File: config.mk
export PLATFORM = sky130hd
export DESIGN_NAME = avr_spi_slave
export DESIGN_NICKNAME = d
export VERILOG_FILES = /design/src/rtl/avr_spi_slave.sv
export SDC_FILE = /design/constraint.sdc
export NUM_CORES = 1
export LEC_CHECK = 0
export BUFFER_PORTS_ARGS = -buffer_cell sky130_fd_sc_hd__buf_4
export CAP_MARGIN = 5
export CORE_UTILIZATION = 49
export CTS_BUF_LIST = sky130_fd_sc_hd__clkbuf_16
export DETAILED_ROUTE_END_ITERATION = 6
export GPL_TIMING_DRIVEN = 0
export PLACE_DENSITY = 0.74
export SETUP_SLACK_MARGIN = 0.5
export SLEW_MARGIN = 20
export SYNTH_ARGS = -nofsm -noshare
export SYNTH_HDL_FRONTEND = slang
export SYNTH_SLANG_ARGS = --single-unit
File: constraint.sdc
create_clock -name fclk -period 2.1 [get_ports fclk]
set_clock_uncertainty 0.15 [all_clocks]
set_input_delay 0.105 -clock fclk [delete_from_list [all_inputs] [get_ports fclk]]
set_output_delay 0.105 -clock fclk [all_outputs]
set_load 0.01 [all_outputs]
File: src/rtl/avr_spi_slave.sv
// SPI slave for the AVR link, fully oversampled in the fclk domain.
// Captures the command byte with CS high, turns data bytes into write strobes and streams read-back bytes.
module avr_spi_slave #(
  parameter logic [7:0] SD_CMD0 = 8'h57,
  parameter logic [7:0] SD_CMD1 = 8'h5f
) (
  input  logic       fclk,
  input  logic       rst,
  input  logic       spics_n,
  input  logic       spick,
  input  logic       spido,
  output logic       spidi,
  output logic [7:0] cmd,
  output logic       sd_sel,
  output logic       wr_stb,
  output logic [7:0] wr_data,
  output logic [7:0] wr_idx,
  output logic       rd_stb,
  input  logic [7:0] rd_data,
  output logic       frag_err
);

  logic       cs_s1_q, cs_s2_q, cs_s3_q;
  logic       ck_s1_q, ck_s2_q, ck_s3_q;
  logic       do_s1_q, do_s2_q;

  logic       armed_q, armed_d;
  logic [7:0] cmd_q, cmd_d;
  logic [6:0] rx_q, rx_d;
  logic [2:0] bitcnt_q, bitcnt_d;
  logic [6:0] tx_q, tx_d;
  logic       spidi_q, spidi_d;
  logic       wr_stb_q, wr_stb_d;
  logic       rd_stb_q, rd_stb_d;
  logic       frag_q, frag_d;
  logic [7:0] wr_data_q, wr_data_d;
  logic [7:0] wr_idx_q, wr_idx_d;

  logic       ck_rise, ck_fall, cs_rise, cs_fall;
  logic       sd_cmd, data_on, bit_in;
  logic [2:0] cnt_base;

  assign ck_rise = ck_s2_q & ~ck_s3_q;
  assign ck_fall = ~ck_s2_q & ck_s3_q;
  assign cs_rise = cs_s2_q & ~cs_s3_q;
  assign cs_fall = ~cs_s2_q & cs_s3_q;
  assign bit_in  = do_s2_q;
  assign sd_cmd  = (cmd_q == SD_CMD0) || (cmd_q == SD_CMD1);
  // Data path only runs once a clean CS high has been seen since reset.
  assign data_on = armed_q & ~sd_cmd;

  always_comb begin
    armed_d   = armed_q;
    cmd_d     = cmd_q;
    rx_d      = rx_q;
    bitcnt_d  = bitcnt_q;
    tx_d      = tx_q;
    spidi_d   = spidi_q;
    wr_stb_d  = 1'b0;
    rd_stb_d  = 1'b0;
    frag_d    = 1'b0;
    wr_data_d = wr_data_q;
    wr_idx_d  = wr_idx_q;
    cnt_base  = bitcnt_q;

    if (wr_stb_q) begin
      wr_idx_d = wr_idx_q + 8'd1;
    end

    // The fall closing a byte (bitcnt back at 0) keeps the prefetched MSB on spidi.
    if (rd_stb_q) begin
      tx_d    = rd_data[6:0];
      spidi_d = rd_data[7];
    end else if (ck_fall && !cs_s2_q && data_on && bitcnt_q != 3'd0) begin
      spidi_d = tx_q[6];
      tx_d    = {tx_q[5:0], 1'b1};
    end

    if (cs_fall && data_on) begin
      cnt_base = 3'd0;
      bitcnt_d = 3'd0;
      wr_idx_d = 8'd0;
      rd_stb_d = 1'b1;
    end

    if (ck_rise) begin
      if (cs_s2_q) begin
        cmd_d = {cmd_q[6:0], bit_in};
      end else if (data_on) begin
        rx_d     = {rx_q[5:0], bit_in};
        bitcnt_d = cnt_base + 3'd1;
        if (cnt_base == 3'd7) begin
          wr_data_d = {rx_q, bit_in};
          wr_stb_d  = 1'b1;
          rd_stb_d  = 1'b1;
        end
      end
    end

    if (cs_rise) begin
      spidi_d = 1'b1;
      armed_d = 1'b1;
      if (data_on && bitcnt_q != 3'd0) begin
        frag_d = 1'b1;
      end
      if (data_on) begin
        bitcnt_d = 3'd0;
      end
    end
  end

  // CS synchronizer resets low so a frame in progress at reset is never seen as a fresh cs_fall.
  always_ff @(posedge fclk or posedge rst) begin
    if (rst) begin
      cs_s1_q   <= 1'b0;
      cs_s2_q   <= 1'b0;
      cs_s3_q   <= 1'b0;
      ck_s1_q   <= 1'b0;
      ck_s2_q   <= 1'b0;
      ck_s3_q   <= 1'b0;
      do_s1_q   <= 1'b0;
      do_s2_q   <= 1'b0;
      armed_q   <= 1'b0;
      cmd_q     <= 8'h00;
      rx_q      <= 7'h00;
      bitcnt_q  <= 3'd0;
      tx_q      <= 7'h7f;
      spidi_q   <= 1'b1;
      wr_stb_q  <= 1'b0;
      rd_stb_q  <= 1'b0;
      frag_q    <= 1'b0;
      wr_data_q <= 8'h00;
      wr_idx_q  <= 8'h00;
    end else begin
      cs_s1_q   <= spics_n;
      cs_s2_q   <= cs_s1_q;
      cs_s3_q   <= cs_s2_q;
      ck_s1_q   <= spick;
      ck_s2_q   <= ck_s1_q;
      ck_s3_q   <= ck_s2_q;
      do_s1_q   <= spido;
      do_s2_q   <= do_s1_q;
      armed_q   <= armed_d;
      cmd_q     <= cmd_d;
      rx_q      <= rx_d;
      bitcnt_q  <= bitcnt_d;
      tx_q      <= tx_d;
      spidi_q   <= spidi_d;
      wr_stb_q  <= wr_stb_d;
      rd_stb_q  <= rd_stb_d;
      frag_q    <= frag_d;
      wr_data_q <= wr_data_d;
      wr_idx_q  <= wr_idx_d;
    end
  end

  assign spidi    = spidi_q;
  assign cmd      = cmd_q;
  assign sd_sel   = sd_cmd & ~spics_n;
  assign wr_stb   = wr_stb_q;
  assign wr_data  = wr_data_q;
  assign wr_idx   = wr_idx_q;
  assign rd_stb   = rd_stb_q;
  assign frag_err = frag_q;

endmodule

Yosys cells after proc, flatten, opt, wreduce, memory -nomap -nowiden
Index checks and enable logic that the tools add are counted.

Bits of input ports: 13. Logic and storage cells: 74. Bits in registers: 54. Output and inout port bits: 29.

Bitwise logic cells: 12. Mux-type cells: 24. Reductions and logical operators: 14. Equality and inequality tests: 3. Add/sub/neg operators: 2.

Operator list (count): $mux W3 (6); $eq A8 B7 Y1 const B (2); $mux W8 (2); $mux W1 (14); $mux W7 (2); $add A8 B1 Y8 const B (1); $and A1 B1 Y1 (6); $not A1 Y1 (6); $reduce_bool A3 Y1 (2); $logic_and A1 B1 Y1 (5); $reduce_and A4 Y1 (1); $reduce_bool A2 Y1 (2); $add A3 B1 Y3 const B (1); $eq A3 B3 Y1 const B (1); $reduce_and A3 Y1 (1); $reduce_and A2 Y1 (1); $logic_not A1 Y1 (1); $logic_or A1 B1 Y1 (1).

Logic depth before layout (Yosys ltp)
Word-level depth: 12. Depth in mapped cells: 9. Depth with buffers taken out: 8.

Worst setup path after synthesis
OpenSTA, ideal clock, no wires.

Kind: reg-to-reg. Start: register cmd_q[5], in the netlist cmd[5]. End: register wr_data_q[0], in the netlist wr_data[0]. Period minus slack after synthesis: 2.331 ns. Stages on the path, launching flop included: 10. Path slack: -0.231 ns. Buffers on the path: 1. Setup time: 0.125 ns. Arrival time: 2.056 ns. Required time: 1.825 ns. Path through: dfrtp_1 -> nand4b_4 -> o21ai_1 -> nor3b_1 -> buf_2 -> nor2_1 -> ha_1 -> ha_1 -> nand4b_4 -> mux2_2.

Longest elaborated chain between the ends: 8. Elaborated cells on any way between the ends: 9.

Ends and longest elaborated chain: from (decl) (line 28) `logic [7:0] cmd_q, cmd_d;`; from (signal assigned) (line 144) `cmd_q <= cmd_d;`; $eq A8 B7 Y1 (line 48) `assign sd_cmd = (cmd_q == SD_CMD0) || (cmd_q == SD_CMD1);`; $logic_or A1 B1 Y1 (*) (line 48); $not A1 Y1 (*) (line 50) `assign data_on = armed_q & ~sd_cmd;`; $and A1 B1 Y1 (*) (line 50); $logic_and A1 B1 Y1 (line 79) `if (cs_fall && data_on) begin`; $mux W3 (line 79); $eq A3 B3 Y1 (line 92) `if (cnt_base == 3'd7) begin`; $reduce_and A4 Y1 (no source line) (*); to (signal assigned) (line 152) `wr_data_q <= wr_data_d;`; to (decl) (line 36) `logic [7:0] wr_data_q, wr_data_d;`.

Every way passes the cells marked *; elsewhere a longest branch is shown, timed or not. A chain may end at the register's enable or synchronous reset.

Worst setup path after layout
Start: register cmd_q[7], in the netlist cmd[7]. End: register wr_data_q[2], in the netlist wr_data[2].

The elaborated chain is that of the path after synthesis.

==> flow_summary.json <==
{
  "relSlewSlack": 0.629,
  "setup_viol": 8,
  "n_antenna_cell": 0,
  "p_leak_nw": 1.57,
  "yosysSeqAreaShare": 0.596,
  "h-tree-depth": 2,
  "yosys.area.top_type": "dfrtp_1",
  "p_clk_frac": 0.278,
  "dp.final_hpwl_mm": 2.85,
  "syn_area_um2": 2290,
  "seqPwrFrac": 0.486,
  "wl_per_cell_um": 16.4,
  "rows": 24,
  "crit_fanout": 5,
  "ant_nets": 0,
  "register_area_um2": 1360,
  "worstReg2RegStart": "cmd[7]",
  "ctsRootBufferMaster": "clkbuf_16",
  "avgSynthCellArea_um2": 12.6,
  "clockBufferDepth": 2,
  "synthTopCellsByCount": "dfrtp_1, mux2_2, nor2_1",
  "drv_slew": 0,
  "grt_overflow_total": 0,
  "cp_slowest_stage_delay_ns": 0.39,
  "ys_async_sr_fraction": 1.00,
  "dr_total_vias": 1711,
  "die_w_um": 70.3,
  "powerDensity_nw_per_um2": 837,
  "final_util": 0.749,
  "syn_to_final_growth_pct": 44.6,
  "cts.sinks": 54,
  "failed_checks": "negative setup slack",
  "fin_tns_setup_ns": -0.808,
  "fillerInstances": 285,
  "synth_top_area_frac": 0.504,
  "drtPass1Iterations": 4,
  "die_y_um": 70.3,
  "rsz0062_at_grt": "true",
  "postLayoutSetupSlackWorst_ns": -0.122,
  "finalNonFillerCells": 317,
  "finalWeightedCongestion": 0.803,
  "grt_usage": 0.206,
  "grt_pass1_vias": 1649,
  "ys_types": 37,
  "synth_fp_nets": 197,
  "yosysWarnings": 0,
  "hold_viol": 0,
  "startpoint": "cmd[7]",
  "grt_pass1_wl_mm": 7.97,
  "end_kind": "flip-flop",
  "route.detailed.drc": 0,
  "cp_common_cell": "ha_4",
  "pwr-share-comb": 0.236,
  "nets": 280,
  "drive_gt1_frac": 0.494,
  "critPathRequiredTime_ns": 2.12,
  "min_period_ns": 2.22,
  "hp-class": "reg -> reg",
  "min_period_over_period": 1.06,
  "switchingPower_w": 0.000716,
  "ys.flop_type": "dfrtp_1",
  "p_int_w": 0.00205,
  "crit_type": "reg -> reg",
  "start_util": 0.518,
  "multi_input_area_um2": 1030,
  "yosysMostFrequentCell": "dfrtp_1",
  "via_per_inst": 5.40,
  "die_area_um2": 4940,
  "dr.first_iter.drc_count": 65,
  "io_pins": 42,
  "synth_edf_count": 0,
  "core_um2": 4410,
  "fmax_mhz": 450,
  "crit_chain": "nand3b_1 -> o21ai_4 -> nor3b_4 -> buf_6 -> nor2_4 -> ha_4 -> ha_4 -> nand4b_4 -> mux2_4",
  "outcome": "finished with violations",
  "synth_cells": 181,
  "placed_cells": 275,
  "hp-start": "do_s1_q",
  "cp_data_arrival_time_ns": 2.24,
  "worstMarginPinSlew_ns": 0.555,
  "clkLatencyLatePin_ns": 0.29,
  "clkSlewWorstSetupHoldPaths_ns": 0.06,
  "ys_top_cells_by_area": "dfrtp_1, mux2_2, dfstp_2",
  "irDropWorstVdd_mv": 0.760,
  "synth_seq_cells": 54,
  "io_buffers": 41,
  "cpMaxStageDelayCell": "dfrtp_1",
  "maxCapViolations": 0,
  "swShare": 0.259,
  "finalWirelength_mm": 5.20,
  "antenna_found_initial": 0,
  "grt_max_degree": 29,
  "tritoncts": "built",
  "numCtsBuffers": 5,
  "cp-start-kind": "flip-flop"
}
state kept, by name (all words and copies together), names as in the netlist, 3 cells and up:
signal    count
cmd           8
bitcnt_q      3
wr_idx        8
tx_q          7
wr_data       8
rx_q          7
per-layer routing:
metal,vias up,global-route usage,wire (um)
met5,-,0,0
met4,0,0.0533,70
met3,9,0.0491,223
met2,43,0.333,2650
met1,847,0.280,2250
li1,812,-,-
kinds of logic (layout without fill, tap and decap cells):
family	Yosys count	in the layout	share of synthesized area
mux	24	24	0.118
fa+ha+maj	3	3	0.0164
buf+inv	13	96	0.0285
flops	54	54	0.596
simple gates	54	55	0.142
compound gates	26	26	0.0733
xor+xnor	7	7	0.0268
per-stage QoR:
stage	power, W	worst slack (ns)	instance area [um2]	hold slack, ns
after global placement	0.00176	-0.236	2690	0.0648
final	0.00277	-0.122	3310	0.200
after global routing	0.00289	-0.216	3310	0.205
after floorplan	0.00158	-0.0672	2320	-0.0136
after detailed placement	0.00177	-0.275	2710	0.0474
after CTS	0.00269	-0.0519	3140	0.204
worst paths after layout:
check | endpoint | slack [ns] | cells past startpoint
max in group asynchronous | cmd[6] | 0.97 | 4
worst min register to register | bit_in | 0.20 | 0
worst max-delay path | wr_data[2] | -0.12 | 9
worst min-delay path | bit_in | 0.20 | 0
min in group asynchronous | wr_data[4] | 0.27 | 3
worst max register to register | wr_data[2] | -0.12 | 9
what timing repair did:
item	4_1_cts	5_1_grt
endpoints found under the hold margin	29	0
setup buffers	12	9
gates resized for setup	15	24
pin swaps	11	16
hold buffers	12	0
cloned	1	0
endpoints found under the setup margin	19	32
worst max-delay path: cells and delay by family (launching register included):
family	cells	cell delay, ns
flops	1	0.39
compound gates	1	0.20
mux	1	0.35
simple gates	4	0.59
fa+ha+maj	2	0.29
buf+inv	1	0.14
power by group through the flow:
stage          registers (W)  clock network [W]  logic, W
2_1_floorplan        0.00136                  0  0.000223
3_3_place_gp         0.00136                  0  0.000399
3_5_place_dp         0.00136                  0  0.000412
4_1_cts              0.00133           0.000779  0.000580
5_1_grt              0.00137           0.000818  0.000705
6_report             0.00135           0.000768  0.000654
placed cells by master (no fill, tap or decap), types with 2 or more instances in the layout:
cell | netlist | final
buf_4 | 1 | 56
dfrtp_1 | 46 | 45
nor2_1 | 20 | 19
mux2_4 | 0 | 12
dlygate4sd3_1 | 0 | 12
mux2_2 | 23 | 11
buf_6 | 1 | 8
dfstp_2 | 8 | 8
o21ai_0 | 8 | 7
nand3_2 | 0 | 7
a31oi_1 | 6 | 6
nand4_1 | 5 | 5
clkbuf_16 | 0 | 5
xor2_1 | 4 | 4
inv_1 | 5 | 4
nor3_1 | 5 | 4
buf_2 | 4 | 3
xnor2_1 | 3 | 3
clkinv_1 | 0 | 3
nand4b_4 | 2 | 2
nand3b_1 | 2 | 2
o21ai_4 | 0 | 2
clkbuf_1 | 2 | 2
nand2_1 | 2 | 2
nor2b_2 | 0 | 2
a32oi_1 | 2 | 2
o22ai_1 | 2 | 2
ha_4 | 0 | 2
area by class of cell:
cell class,instances,share of cell area
Clock buffer,5,0.0379
Sequential cell,54,0.412
Inverter,5,0.00568
Tap cell,52,0.0197
Buffer,8,0.0170
Clock inverter,3,0.00341
Multi-Input combinational cell,115,0.313
Timing Repair Buffer,75,0.191
Power figures use the tool's default switching activity.
